[config.mk]
export PLATFORM = sky130hd
export DESIGN_NAME = fetch_unit_flat
export DESIGN_NICKNAME = d
export VERILOG_FILES = /design/src/rtl/fetch_unit_pkg.sv /design/src/rtl/fetch_unit_if.sv /design/src/rtl/fetch_unit_fifo.sv /design/src/rtl/fetch_unit.sv /design/src/flat_wrapper.sv
export SDC_FILE = /design/constraint.sdc
export NUM_CORES = 1
export LEC_CHECK = 0
export ABC_AREA = 0
export ABC_CLOCK_PERIOD_IN_PS = 3500
export BUFFER_PORTS_ARGS = -buffer_cell sky130_fd_sc_hd__buf_2
export CAP_MARGIN = 40
export CORE_ASPECT_RATIO = 1.5
export CORE_MARGIN = 10
export CORE_UTILIZATION = 53
export DETAILED_ROUTE_END_ITERATION = 10
export PLACE_DENSITY_LB_ADDON = 0.2
export RECOVER_POWER = 50
export SLEW_MARGIN = 25
export SYNTH_ARGS = -nofsm -noshare
export SYNTH_HDL_FRONTEND = slang
export SYNTH_SLANG_ARGS = --single-unit
[constraint.sdc]
create_clock -name clk -period 3.5 [get_ports clk]
set_input_delay 0.175 -clock clk [delete_from_list [all_inputs] [get_ports clk]]
set_output_delay 0.175 -clock clk [all_outputs]
set_load 0.01 [all_outputs]
[src/rtl/fetch_unit_pkg.sv]
// Shared definitions for the instruction fetch stage: opcode constants,
// the default reset PC, the prefetch FIFO entry layout and the immediate
// extraction helpers used by the optional predecoder (BRANCH_PREDICT_EN).
package fetch_unit_pkg;

  localparam logic [31:0] DEFAULT_RESET_PC = 32'h0000_0000;

  localparam logic [6:0] OP_JAL    = 7'b1101111;
  localparam logic [6:0] OP_BRANCH = 7'b1100011;

  // One prefetch FIFO entry: 1 + 32 + 32 = 65 bits
  typedef struct packed {
    logic        pred_taken;
    logic [31:0] pc;
    logic [31:0] inst;
  } fetch_entry_t;

  // J-type immediate, sign-extended, bit 0 always zero
  function automatic logic [31:0] j_imm(input logic [31:0] inst);
    return {{12{inst[31]}}, inst[19:12], inst[20], inst[30:21], 1'b0};
  endfunction

  // B-type immediate, sign-extended, bit 0 always zero
  function automatic logic [31:0] b_imm(input logic [31:0] inst);
    return {{20{inst[31]}}, inst[7], inst[30:25], inst[11:8], 1'b0};
  endfunction

endpackage

[src/rtl/fetch_unit_if.sv]
// Instruction memory request/response bundle between the fetch stage
// (master) and instruction memory (slave). Responses return in order.
interface fetch_unit_if;

  logic        req_valid;
  logic        req_ready;
  logic [31:0] req_addr;
  logic        rsp_valid;
  logic [31:0] rsp_data;

  modport master (
    output req_valid,
    output req_addr,
    input  req_ready,
    input  rsp_valid,
    input  rsp_data
  );

  modport slave (
    input  req_valid,
    input  req_addr,
    output req_ready,
    output rsp_valid,
    output rsp_data
  );

endinterface

[src/rtl/fetch_unit_fifo.sv]
// Prefetch FIFO: DEPTH entries of {pred_taken, pc, inst}. Head is read
// straight from the storage registers. Flush beats push and pop; a push
// and a pop in the same cycle are both honoured even when full.
module fetch_fifo
  import fetch_unit_pkg::*;
#(
  parameter int DEPTH = 4
) (
  input  logic                     clk,
  input  logic                     reset,
  input  logic                     push,
  input  logic                     pop,
  input  logic                     flush,
  input  fetch_entry_t             push_data,
  output fetch_entry_t             head,
  output logic                     empty,
  output logic [$clog2(DEPTH):0]   count
);

  localparam int AW = $clog2(DEPTH);
  localparam int CW = AW + 1;

  fetch_entry_t    mem [DEPTH];
  logic [AW-1:0]   wr_ptr;
  logic [AW-1:0]   rd_ptr;
  logic            full;
  logic            do_push;
  logic            do_pop;

  assign empty   = (count == '0);
  assign full    = (count == CW'(DEPTH));
  assign do_pop  = pop && !empty;
  assign do_push = push && (!full || do_pop);
  assign head    = mem[rd_ptr];

  // Storage, pointers and occupancy; flush empties without touching storage
  always_ff @(posedge clk or negedge reset) begin
    if (!reset) begin
      wr_ptr <= '0;
      rd_ptr <= '0;
      count  <= '0;
      for (int i = 0; i < DEPTH; i++) begin
        mem[i] <= '0;
      end
    end else if (flush) begin
      wr_ptr <= '0;
      rd_ptr <= '0;
      count  <= '0;
    end else begin
      if (do_push) begin
        mem[wr_ptr] <= push_data;
        wr_ptr      <= wr_ptr + 1'b1;
      end
      if (do_pop) begin
        rd_ptr <= rd_ptr + 1'b1;
      end
      count <= count + CW'(do_push) - CW'(do_pop);
    end
  end

  // The fetch credit scheme must never push into a full FIFO without a pop
  overflow_chk: assert property (@(posedge clk) disable iff (!reset)
    !(push && !flush && full && !pop));

endmodule

[src/rtl/fetch_unit.sv]
// Instruction fetch stage. Owns the fetch PC, issues in-order requests to
// instruction memory, buffers returned words with their PCs and hands them
// to decode. A redirect flushes the buffer and drops responses in flight.
// Optional feature macro: BRANCH_PREDICT_EN (predecode JAL / backward
// branches and redirect fetch to their target).
module fetch_unit
  import fetch_unit_pkg::*;
#(
  parameter logic [31:0] RESET_PC        = DEFAULT_RESET_PC,
  parameter int          DEPTH           = 4,
  parameter int          MAX_OUTSTANDING = 2
) (
  input  logic               clk,
  input  logic               reset,
  fetch_unit_if.master       imem,
  input  logic               redirect_valid,
  input  logic [31:0]        redirect_pc,
  output logic               if_valid,
  input  logic               if_ready,
  output logic [31:0]        if_pc,
  output logic [31:0]        if_inst,
  output logic               if_pred_taken
);

  localparam int OW  = $clog2(MAX_OUTSTANDING + 1);
  localparam int FCW = $clog2(DEPTH) + 1;
  localparam int CRW = $clog2(DEPTH + MAX_OUTSTANDING + 1) + 1;

  logic [31:0]    fetch_pc;
  logic [31:0]    fetch_pc_n;
  logic [31:0]    rsp_pc;
  logic [31:0]    rsp_pc_n;
  logic [OW-1:0]  outstanding;
  logic [OW-1:0]  outstanding_n;
  logic [OW-1:0]  drop_cnt;
  logic [OW-1:0]  drop_cnt_n;
  logic [FCW-1:0] fifo_count;
  logic [FCW-1:0] fifo_count_n;
  logic           req_valid_q;
  logic           credit_ok;

  logic           accept;
  logic           rsp_live;
  logic           push;
  logic           pop;
  logic           pred_taken;
  logic           fifo_empty;
  fetch_entry_t   push_data;
  fetch_entry_t   head;

  assign imem.req_valid = req_valid_q;
  assign imem.req_addr  = fetch_pc;

  assign accept   = req_valid_q && imem.req_ready;
  assign rsp_live = imem.rsp_valid && (drop_cnt == '0) && !redirect_valid;
  assign push     = rsp_live;
  assign pop      = if_valid && if_ready && !redirect_valid;

  assign push_data = '{pred_taken: pred_taken, pc: rsp_pc, inst: imem.rsp_data};

`ifdef BRANCH_PREDICT_EN
  logic [6:0]  rsp_opcode;
  logic        is_jal;
  logic        is_bwd_branch;
  logic [31:0] pred_target;

  // Predecode the returning word: JAL and backward branches are taken
  always_comb begin
    rsp_opcode    = imem.rsp_data[6:0];
    is_jal        = (rsp_opcode == OP_JAL);
    is_bwd_branch = (rsp_opcode == OP_BRANCH) && imem.rsp_data[31];
    pred_taken    = rsp_live && (is_jal || is_bwd_branch);
    pred_target   = rsp_pc + (is_jal ? j_imm(imem.rsp_data)
                                     : b_imm(imem.rsp_data));
  end
`else
  assign pred_taken = 1'b0;
`endif

  // Next-state for PCs and counters; external redirect overrides everything
  always_comb begin
    outstanding_n = outstanding + OW'(accept) - OW'(imem.rsp_valid);
    fetch_pc_n    = accept ? fetch_pc + 32'd4 : fetch_pc;
    rsp_pc_n      = rsp_live ? rsp_pc + 32'd4 : rsp_pc;
    drop_cnt_n    = (imem.rsp_valid && (drop_cnt != '0)) ? drop_cnt - 1'b1
                                                         : drop_cnt;
`ifdef BRANCH_PREDICT_EN
    if (pred_taken) begin
      fetch_pc_n = pred_target;
      rsp_pc_n   = pred_target;
      drop_cnt_n = outstanding_n;
    end
`endif
    if (redirect_valid) begin
      fetch_pc_n = redirect_pc;
      rsp_pc_n   = redirect_pc;
      drop_cnt_n = outstanding_n;
    end
    fifo_count_n = redirect_valid ? '0
                 : fifo_count + FCW'(push) - FCW'(pop);
    credit_ok    = ((CRW'(fifo_count_n) + CRW'(outstanding_n) - CRW'(drop_cnt_n))
                    < CRW'(DEPTH))
                 && (outstanding_n < OW'(MAX_OUTSTANDING));
  end

  // Fetch state registers; request valid is registered from next-state credit
  always_ff @(posedge clk or negedge reset) begin
    if (!reset) begin
      fetch_pc    <= RESET_PC;
      rsp_pc      <= RESET_PC;
      outstanding <= '0;
      drop_cnt    <= '0;
      req_valid_q <= 1'b0;
    end else begin
      fetch_pc    <= fetch_pc_n;
      rsp_pc      <= rsp_pc_n;
      outstanding <= outstanding_n;
      drop_cnt    <= drop_cnt_n;
      req_valid_q <= credit_ok;
    end
  end

  fetch_fifo #(
    .DEPTH (DEPTH)
  ) u_fifo (
    .clk       (clk),
    .reset     (reset),
    .push      (push),
    .pop       (pop),
    .flush     (redirect_valid),
    .push_data (push_data),
    .head      (head),
    .empty     (fifo_empty),
    .count     (fifo_count)
  );

  assign if_valid      = !fifo_empty;
  assign if_pc         = head.pc;
  assign if_inst       = head.inst;
  // Stored flag is constant zero when predecode is not built in
  assign if_pred_taken = head.pred_taken;

  // Memory must never return more words than were requested
  rsp_underflow_chk: assert property (@(posedge clk) disable iff (!reset)
    !(imem.rsp_valid && (outstanding == '0)));

endmodule

[src/flat_wrapper.sv]
// flat-port wrapper written by rule: the top's interface ports become plain ports
module fetch_unit_flat import fetch_unit_pkg::*;
#(
  parameter logic [31:0] RESET_PC        = DEFAULT_RESET_PC,
  parameter int          DEPTH           = 4,
  parameter int          MAX_OUTSTANDING = 2
)
  (clk, reset, redirect_valid, redirect_pc, if_valid, if_ready, if_pc, if_inst, if_pred_taken, imem_req_valid, imem_req_addr, imem_req_ready, imem_rsp_valid, imem_rsp_data);
  fetch_unit_if imem_i ();
  input  logic clk;
  input  logic reset;
  input  logic redirect_valid;
  input  logic [31:0] redirect_pc;
  output logic if_valid;
  input  logic if_ready;
  output logic [31:0] if_pc;
  output logic [31:0] if_inst;
  output logic if_pred_taken;
  output wire logic [$bits(imem_i.req_valid)-1:0] imem_req_valid;
  output wire logic [$bits(imem_i.req_addr)-1:0] imem_req_addr;
  input wire logic [$bits(imem_i.req_ready)-1:0] imem_req_ready;
  input wire logic [$bits(imem_i.rsp_valid)-1:0] imem_rsp_valid;
  input wire logic [$bits(imem_i.rsp_data)-1:0] imem_rsp_data;
  assign imem_req_valid = imem_i.req_valid;
  assign imem_req_addr = imem_i.req_addr;
  assign imem_i.req_ready = imem_req_ready;
  assign imem_i.rsp_valid = imem_rsp_valid;
  assign imem_i.rsp_data = imem_rsp_data;
  fetch_unit #(.RESET_PC(RESET_PC), .DEPTH(DEPTH), .MAX_OUTSTANDING(MAX_OUTSTANDING)) u_core (.clk(clk), .reset(reset), .imem(imem_i), .redirect_valid(redirect_valid), .redirect_pc(redirect_pc), .if_valid(if_valid), .if_ready(if_ready), .if_pc(if_pc), .if_inst(if_inst), .if_pred_taken(if_pred_taken));
endmodule
**After elaboration in Yosys (flattened, before gate mapping)**

Cells that the tools add are included.

- Output and inout port bits: 99
- Register bits: 336

- $lt $le $gt $ge: 5
- Muxes and demuxes: 18
- Reduce and logical (&&, ||, !) cells: 22
- Eq/ne operators: 1
- Bitwise operators: 3
- $add $sub $neg: 13

Operator list:

| cell | number |
|---|---|
| $bwmux W260 | 1 |
| $mux W65 | 3 |
| $bmux W65 S2 | 1 |
| $demux W65 S2 | 1 |
| $mux W32 | 4 |
| $add A32 B3 Y32 const B | 2 |
| $mux W2 | 6 |
| $logic_and A1 B1 Y1 | 10 |
| $reduce_bool A2 Y1 | 5 |
| $add A3 B1 Y3 | 2 |
| $ge A3 B3 Y1 const B | 2 |
| $mux W3 | 2 |
| $not A2 Y3 | 2 |
| $sub A3 B1 Y3 | 2 |
| $add A2 B1 Y2 const B | 2 |
| $add A3 B2 Y4 | 1 |
| $lt A4 B3 Y1 const B | 1 |
| $sub A4 B2 Y4 | 1 |
| $eq A3 B3 Y1 const B | 1 |
| $logic_not A1 Y1 | 3 |
| $logic_not A3 Y1 | 1 |
| $lt A3 B1 Y1 const B | 1 |
| $add A2 B1 Y2 | 1 |
| $logic_not A2 Y1 | 1 |
| other kinds (6) | 6 |

**Depth between registers and ports, before layout**

- Depth after elaboration: 10
- Mapped depth: 17

**Hierarchy**

Synthesis repeated with hierarchy kept, for this count alone.

- Cells, all modules: 1125
- Area, all modules: 15875.2 um^2

By module, submodules not included:

| module | area each (um^2) | cells an instance | times used |
|---|---|---|---|
| fetch_fifo | 11637.4 | 676 | 1 |
| fetch_unit | 4237.8 | 449 | 1 |

**Worst setup path after synthesis**

Ideal clock, no wire load.

- Path kind: input to register
- Start point: in redirect_valid
- End point: reg u_core.req_valid_q (netlist: u_core.imem.req_valid)
- Data required time: 3.418 ns
- Buffers on the path: 4
- Arrival: 3.965 ns
- Slack: -0.547 ns
- Library setup time: 0.082 ns
- Stages: 17
- Cells stage by stage: buf_2 > inv_1 > clkbuf_1 > buf_1 > clkbuf_1 > nand2_1 > ha_1 > inv_1 > ha_1 > fa_1 > nand2_1 > fa_1 > inv_1 > ha_1 > a31o_2 > or4b_1 > a31oi_1

- Word-level cells in the longest chain between the ends: 9
- Elaborated cells on any way between the ends: 11
- Those cells by class: add/sub (4); order compare (1); mux (2); reduce/logical (4)

Ends and longest elaborated chain:

| element | RTL line | source |
|---|---|---|
| from (decl) | flat_wrapper.sv:12 | `input logic redirect_valid;` |
| $logic_not A1 Y1 | fetch_unit.sv:55, fetch_unit.sv:57 |  |
| $logic_and A1 B1 Y1 | fetch_unit.sv:55 | `assign rsp_live = imem.rsp_valid && (drop_cnt == '0) && !redirect_valid;` |
| $add A3 B1 Y3 | fetch_unit.sv:100 | `: fifo_count + FCW'(push) - FCW'(pop);` |
| $sub A3 B1 Y3 | fetch_unit.sv:100 |  |
| $mux W3 | fetch_unit.sv:99 | `fifo_count_n = redirect_valid ? '0` |
| $add A3 B2 Y4 | fetch_unit.sv:101 | `credit_ok = ((CRW'(fifo_count_n) + CRW'(outstanding_n) - CRW'(drop_cnt_n))` |
| $sub A4 B2 Y4 * | fetch_unit.sv:101 |  |
| $lt A4 B3 Y1 * | fetch_unit.sv:102 | `< CRW'(DEPTH))` |
| $logic_and A1 B1 Y1 * | fetch_unit.sv:103 | `&& (outstanding_n < OW'(MAX_OUTSTANDING));` |
| named net u_core.credit_ok | fetch_unit.sv:40 | `logic credit_ok;` |
| to (signal assigned) | fetch_unit.sv:119 | `req_valid_q <= credit_ok;` |
| to (decl) | fetch_unit.sv:39 | `logic req_valid_q;` |

Mark *: on every way through the listed nets, which the timed path passes. The rest lies on a longest branch.
A chain may end at the register's enable or synchronous reset.

**Worst setup path after layout**

- Start point: reg u_core.u_fifo.count[2]
- End point: reg u_core.req_valid_q (netlist: u_core.imem.req_valid)

- Word-level cells in the longest chain between the ends: 10
- Elaborated cells on any way between the ends: 11
- Those cells by class: add/sub (4); order compare (1); mux (1); reduce/logical (5)

Ends and longest elaborated chain:

| element | RTL line | source |
|---|---|---|
| from (decl) | fetch_unit_fifo.sv:17 | `output logic [$clog2(DEPTH):0] count` |
| from (signal assigned) | fetch_unit_fifo.sv:57 | `count <= count + CW'(do_push) - CW'(do_pop);` |
| branches (longest 4 deep; another with $add A3 B1 Y3) | n/a |  |
| $sub A3 B1 Y3 * | fetch_unit.sv:100 |  |
| $mux W3 * | fetch_unit.sv:99 |  |
| $add A3 B2 Y4 * | fetch_unit.sv:101 |  |
| $sub A4 B2 Y4 * | fetch_unit.sv:101 |  |
| $lt A4 B3 Y1 * | fetch_unit.sv:102 |  |
| $logic_and A1 B1 Y1 * | fetch_unit.sv:103 |  |
| named net u_core.credit_ok | fetch_unit.sv:40 |  |

Mark *: on every way through the listed nets, which the timed path passes.

==> impl_metrics.py <==
metrics = {
    "status": {
        "status": "finished with violations",
        "violations": "max-capacitance violations, max-slew violations, negative setup slack",
    },
    "power": {
        "vdd.ir_drop.worst_v": 0.000323,
        "power_density_nw_per_um2": 729,
        "p_leak_uw": 0.00864,
    },
    "placed_design": {
        "dp_hpwl_um": 24700,
        "place_ws_ns": -0.115,
        "placed_area_sq_um": 17200,
        "gp_congestion": 0.817,
        "port_buffers": 167,
    },
    "grt": {
        "grt_max_degree": 114,
        "use_met3": 0.0401,
        "grt_pass1_vias": 11000,
        "grt_use_met2": 0.341,
        "antenna_found_initial": 0,
        "overflow": 0,
        "gr-usage-met1": 0.252,
        "track_usage": 0.200,
        "grt.busiest_layer": "met2",
        "grt_pass1_wl_um": 60600,
    },
    "sta": {
        "worstMarginPinSlew_ns": 2.88,
        "max_freq_ghz": 0.279,
        "hold_viol": 0,
        "setup_viol_count_final": 1,
        "maxSlewHeadroom": -0.920,
        "fin_crit_sh": 1.03,
        "setup_slack_ns": -0.0905,
        "slew_violations": 112,
        "tns_ns": -0.0905,
        "finClkSkew_ns": 0.0141,
        "min_period_ns": 3.59,
        "rsz0062_at_grt": "yes",
    },
    "yosys": {
        "synth_top_area_cell": "dfrtp_1",
        "syn_avg_cell_area_sq_um": 13.6,
        "synth_edf_count": 0,
        "synth_cell_type_count": 55,
        "netlist_area_sq_um": 15800,
        "ys.flop_type": "dfrtp_1",
        "synth_seq_cells": 332,
        "synth_nets": 1247,
        "synthTopCellsByArea": "dfrtp_1 (53%), mux2_2 (16%), mux4_2 (9.1%)",
        "synth_warnings": 0,
        "seq_area_frac_synth": 0.526,
        "synth_top_cell_area_share": 0.526,
        "synthCells": 1158,
        "ys_async_sr_fraction": 1.00,
    },
    "clock_tree": {
        "clk_pin_slew_ns": 0.07,
        "htree_levels": 2,
        "cts_root_buf": "clkbuf_16",
        "postCtsSetupBuffers": 0,
        "worstSkewPairLatency_ns": 0.52,
        "cts_num_sinks": 332,
        "clock_path_buffers": 3,
        "cts_tree": "yes",
        "cts-buffers-inserted": 34,
    },
    "floorplan": {
        "ioPinCount": 169,
        "die-area_sq_um": 37300,
        "die-height_um": 231,
        "initial_core_util": 0.536,
        "die_x_um": 161,
        "core_sq_um": 29500,
        "fp-row-count": 77,
    },
    "route": {
        "first_pass_iters": 4,
        "drt-total-wl_um": 37200,
        "vias": 10400,
        "wire_per_inst_um": 20.8,
        "first_iter_violations": 628,
        "viasPerCell": 5.81,
        "detail-route-antenna-nets": 0,
        "drc": 0,
    },
    "worst_setup_path": {
        "r2r_cells": 14,
        "worstPathRequired_ns": 3.95,
        "crit_type": "register to register",
        "path_buf_inv": 2,
        "cp_top_family": "adder cells",
        "arrival_ns": 4.04,
        "slowest_delay_ns": 0.51,
        "cp-end-kind": "register",
        "path_cells": "or3_4, nand2_4, nor2_2, ha_1, inv_1, ha_2, fa_1, nand2_1, fa_1, inv_1, ha_1, a31o_2, or4b_1, a31oi_1",
        "cp_slowest_cell": "fa_1",
        "crit_cells": 14,
        "worst_setup_path_start_kind": "register",
        "worst-path-max-fanout": 3,
    },
    "layout": {
        "syn_to_final_growth_pct": 19.2,
        "layout.nets": 1458,
        "design_area_sq_um": 18800,
        "fillers": 2314,
        "diodes": 0,
        "drive_gt1_frac": 0.385,
    },
    "flow_run": {
        "maxCapViolations": 1,
    },
    "min_path": {
        "hold_path.class": "primary input to register",
        "hold_depth": 3,
    },
}
-- through the flow --
stage | power, uW | std cells | hold slack, ns | util
after global routing | 14500 | 1788 | 0.0508 | 0.639
after CTS | 13900 | 1787 | 0.0106 | 0.642
after floorplan | 8520 | 1158 | -0.121 | -
final | 13700 | 1788 | 0.0330 | 0.639
after detailed placement | 10100 | 1671 | 0.300 | 0.583
after global placement | 9910 | 1671 | 0.314 | 0.583
-- metal layers --
layer / up-vias / part of all wire
li1: 4715 / -
met1: 5380 / 0.42
met2: 239 / 0.51
met3: 50 / 0.046
met4: 0 / 0.023
met5: - / 0
-- synth_stat cells (3+ instances only) --
| cell type | number |
|---|---|
| and2_1 | 3 |
| o311a_1 | 3 |
| and4_1 | 12 |
| a211o_1 | 4 |
| a311oi_1 | 4 |
| and3_1 | 10 |
| nand2_2 | 4 |
| clkbuf_1 | 29 |
| o31a_1 | 9 |
| clkbuf_2 | 3 |
| fa_1 | 3 |
| or4_1 | 9 |
| nand4_1 | 22 |
| nor4_1 | 18 |
| inv_1 | 30 |
| dfrtp_1 | 332 |
| o31ai_1 | 14 |
| nor3b_1 | 4 |
| a31oi_1 | 11 |
| nand3_1 | 27 |
| a21oi_1 | 7 |
| a211oi_1 | 13 |
| nand2b_1 | 10 |
| mux4_2 | 64 |
| or3_1 | 7 |
| nor2_1 | 43 |
| buf_1 | 7 |
| nand2_1 | 32 |
| xor2_1 | 7 |
| nor2b_1 | 8 |
| ha_1 | 16 |
| buf_2 | 43 |
| o21ai_0 | 12 |
| nand4_2 | 3 |
| mux2_2 | 229 |
| nor3_1 | 20 |
| mux2_1 | 42 |
| xnor2_1 | 20 |
-- worst reg2reg max path, stage by stage, from the launching register on --
cell and delay, ns:
dfrtp_1 0.37, or3_4 0.40, nand2_4 0.07, nor2_2 0.03, ha_1 0.27, inv_1 0.04, ha_2 0.16, fa_1 0.47
nand2_1 0.07, fa_1 0.51, inv_1 0.04, ha_1 0.28, a31o_2 0.22, or4b_1 0.46, a31oi_1 0.14
-- final cells by class --
type                            instances  area (sq um)  area share
Sequential cell                       332          8310       0.441
Tap cell                              395           494      0.0262
Multi-Input combinational cell        713          7050       0.374
Clock buffer                           48          1030      0.0545
Clock inverter                         12           148     0.00784
Inverter                               30           113     0.00598
Timing Repair Buffer                  258          1700      0.0901
-- layout by cell type (no fill, tap or decap), types with 9 or more instances in the layout --
cell type,count
a31oi_1,11
ha_1,15
xnor2_1,20
o31a_1,9
or4_1,9
mux4_2,64
mux2_2,229
buf_2,135
o31ai_1,14
nand2_1,31
nor2_1,42
inv_1,29
clkbuf_1,40
nor3_1,20
dlygate4sd3_1,56
mux2_1,42
buf_4,22
nand4_1,22
a211oi_1,13
nand2b_1,10
and3_1,10
nand3_1,27
nor4_1,18
and4_1,12
o21ai_0,12
dfrtp_1,330
clkbuf_16,37
-- worst paths after layout --
check	slack, ns	end	from
worst min-delay path	0.03	u_core.rsp_pc[24]$_DFFE_PN0N_	redirect_pc[24]
worst max register to register	-0.09	u_core.imem.req_valid$_DFF_PN0_	u_core.u_fifo.count[2]$_DFF_PN0_
worst min register to register	0.49	u_core.u_fifo.mem[60]$_DFFE_PN0P_	u_core.u_fifo.mem[60]$_DFFE_PN0P_
max in group asynchronous	0.47	u_core.u_fifo.mem[34]$_DFFE_PN0P_	reset
worst max-delay path	-0.09	u_core.imem.req_valid$_DFF_PN0_	u_core.u_fifo.count[2]$_DFF_PN0_
min in group asynchronous	1.09	u_core.u_fifo.mem[24]$_DFFE_PN0P_	reset
-- timing repair --
item,in CTS,in global routing
hold endpoints to repair,276,0
endpoints found under the setup margin,1,1
hold buffers,56,0
resized for setup,1,0
-- flip-flops by register name, summed over array words and instances (netlist names) --
name / cells
u_core.u_fifo.count: 3
u_core.drop_cnt: 2
u_core.outstanding: 2
u_core.u_fifo.mem: 256
u_core.imem.req_valid: 1
u_core.u_fifo.rd_ptr: 2
u_core.u_fifo.wr_ptr: 2
u_core.imem.req_addr: 32
u_core.rsp_pc: 32
-- kinds of logic (layout without fill, tap and decap cells) --
group,Yosys count,count (layout),share of synthesized area
AO/OA/AOI/OAI,86,86,0.0397
XOR/XNOR,27,27,0.0150
adder cells (fa/ha/maj),19,19,0.0165
buffers and inverters,113,348,0.0307
flip-flops,332,332,0.526
multiplexers,337,337,0.286
other,1,1,0.000237
AND/OR/NAND/NOR,243,243,0.0868
-- report_power, final --
| group | switching (uW) | internal, uW | total [uW] | leakage (uW) |
|---|---|---|---|---|
| clock network | 1500 | 2280 | 3780 | 0.000575 |
| logic | 1800 | 2410 | 4210 | 0.00380 |
| registers | 769 | 4970 | 5740 | 0.00427 |
| total | 4070 | 9660 | 13700 | 0.00864 |
Power figures use the tool's default switching activity.
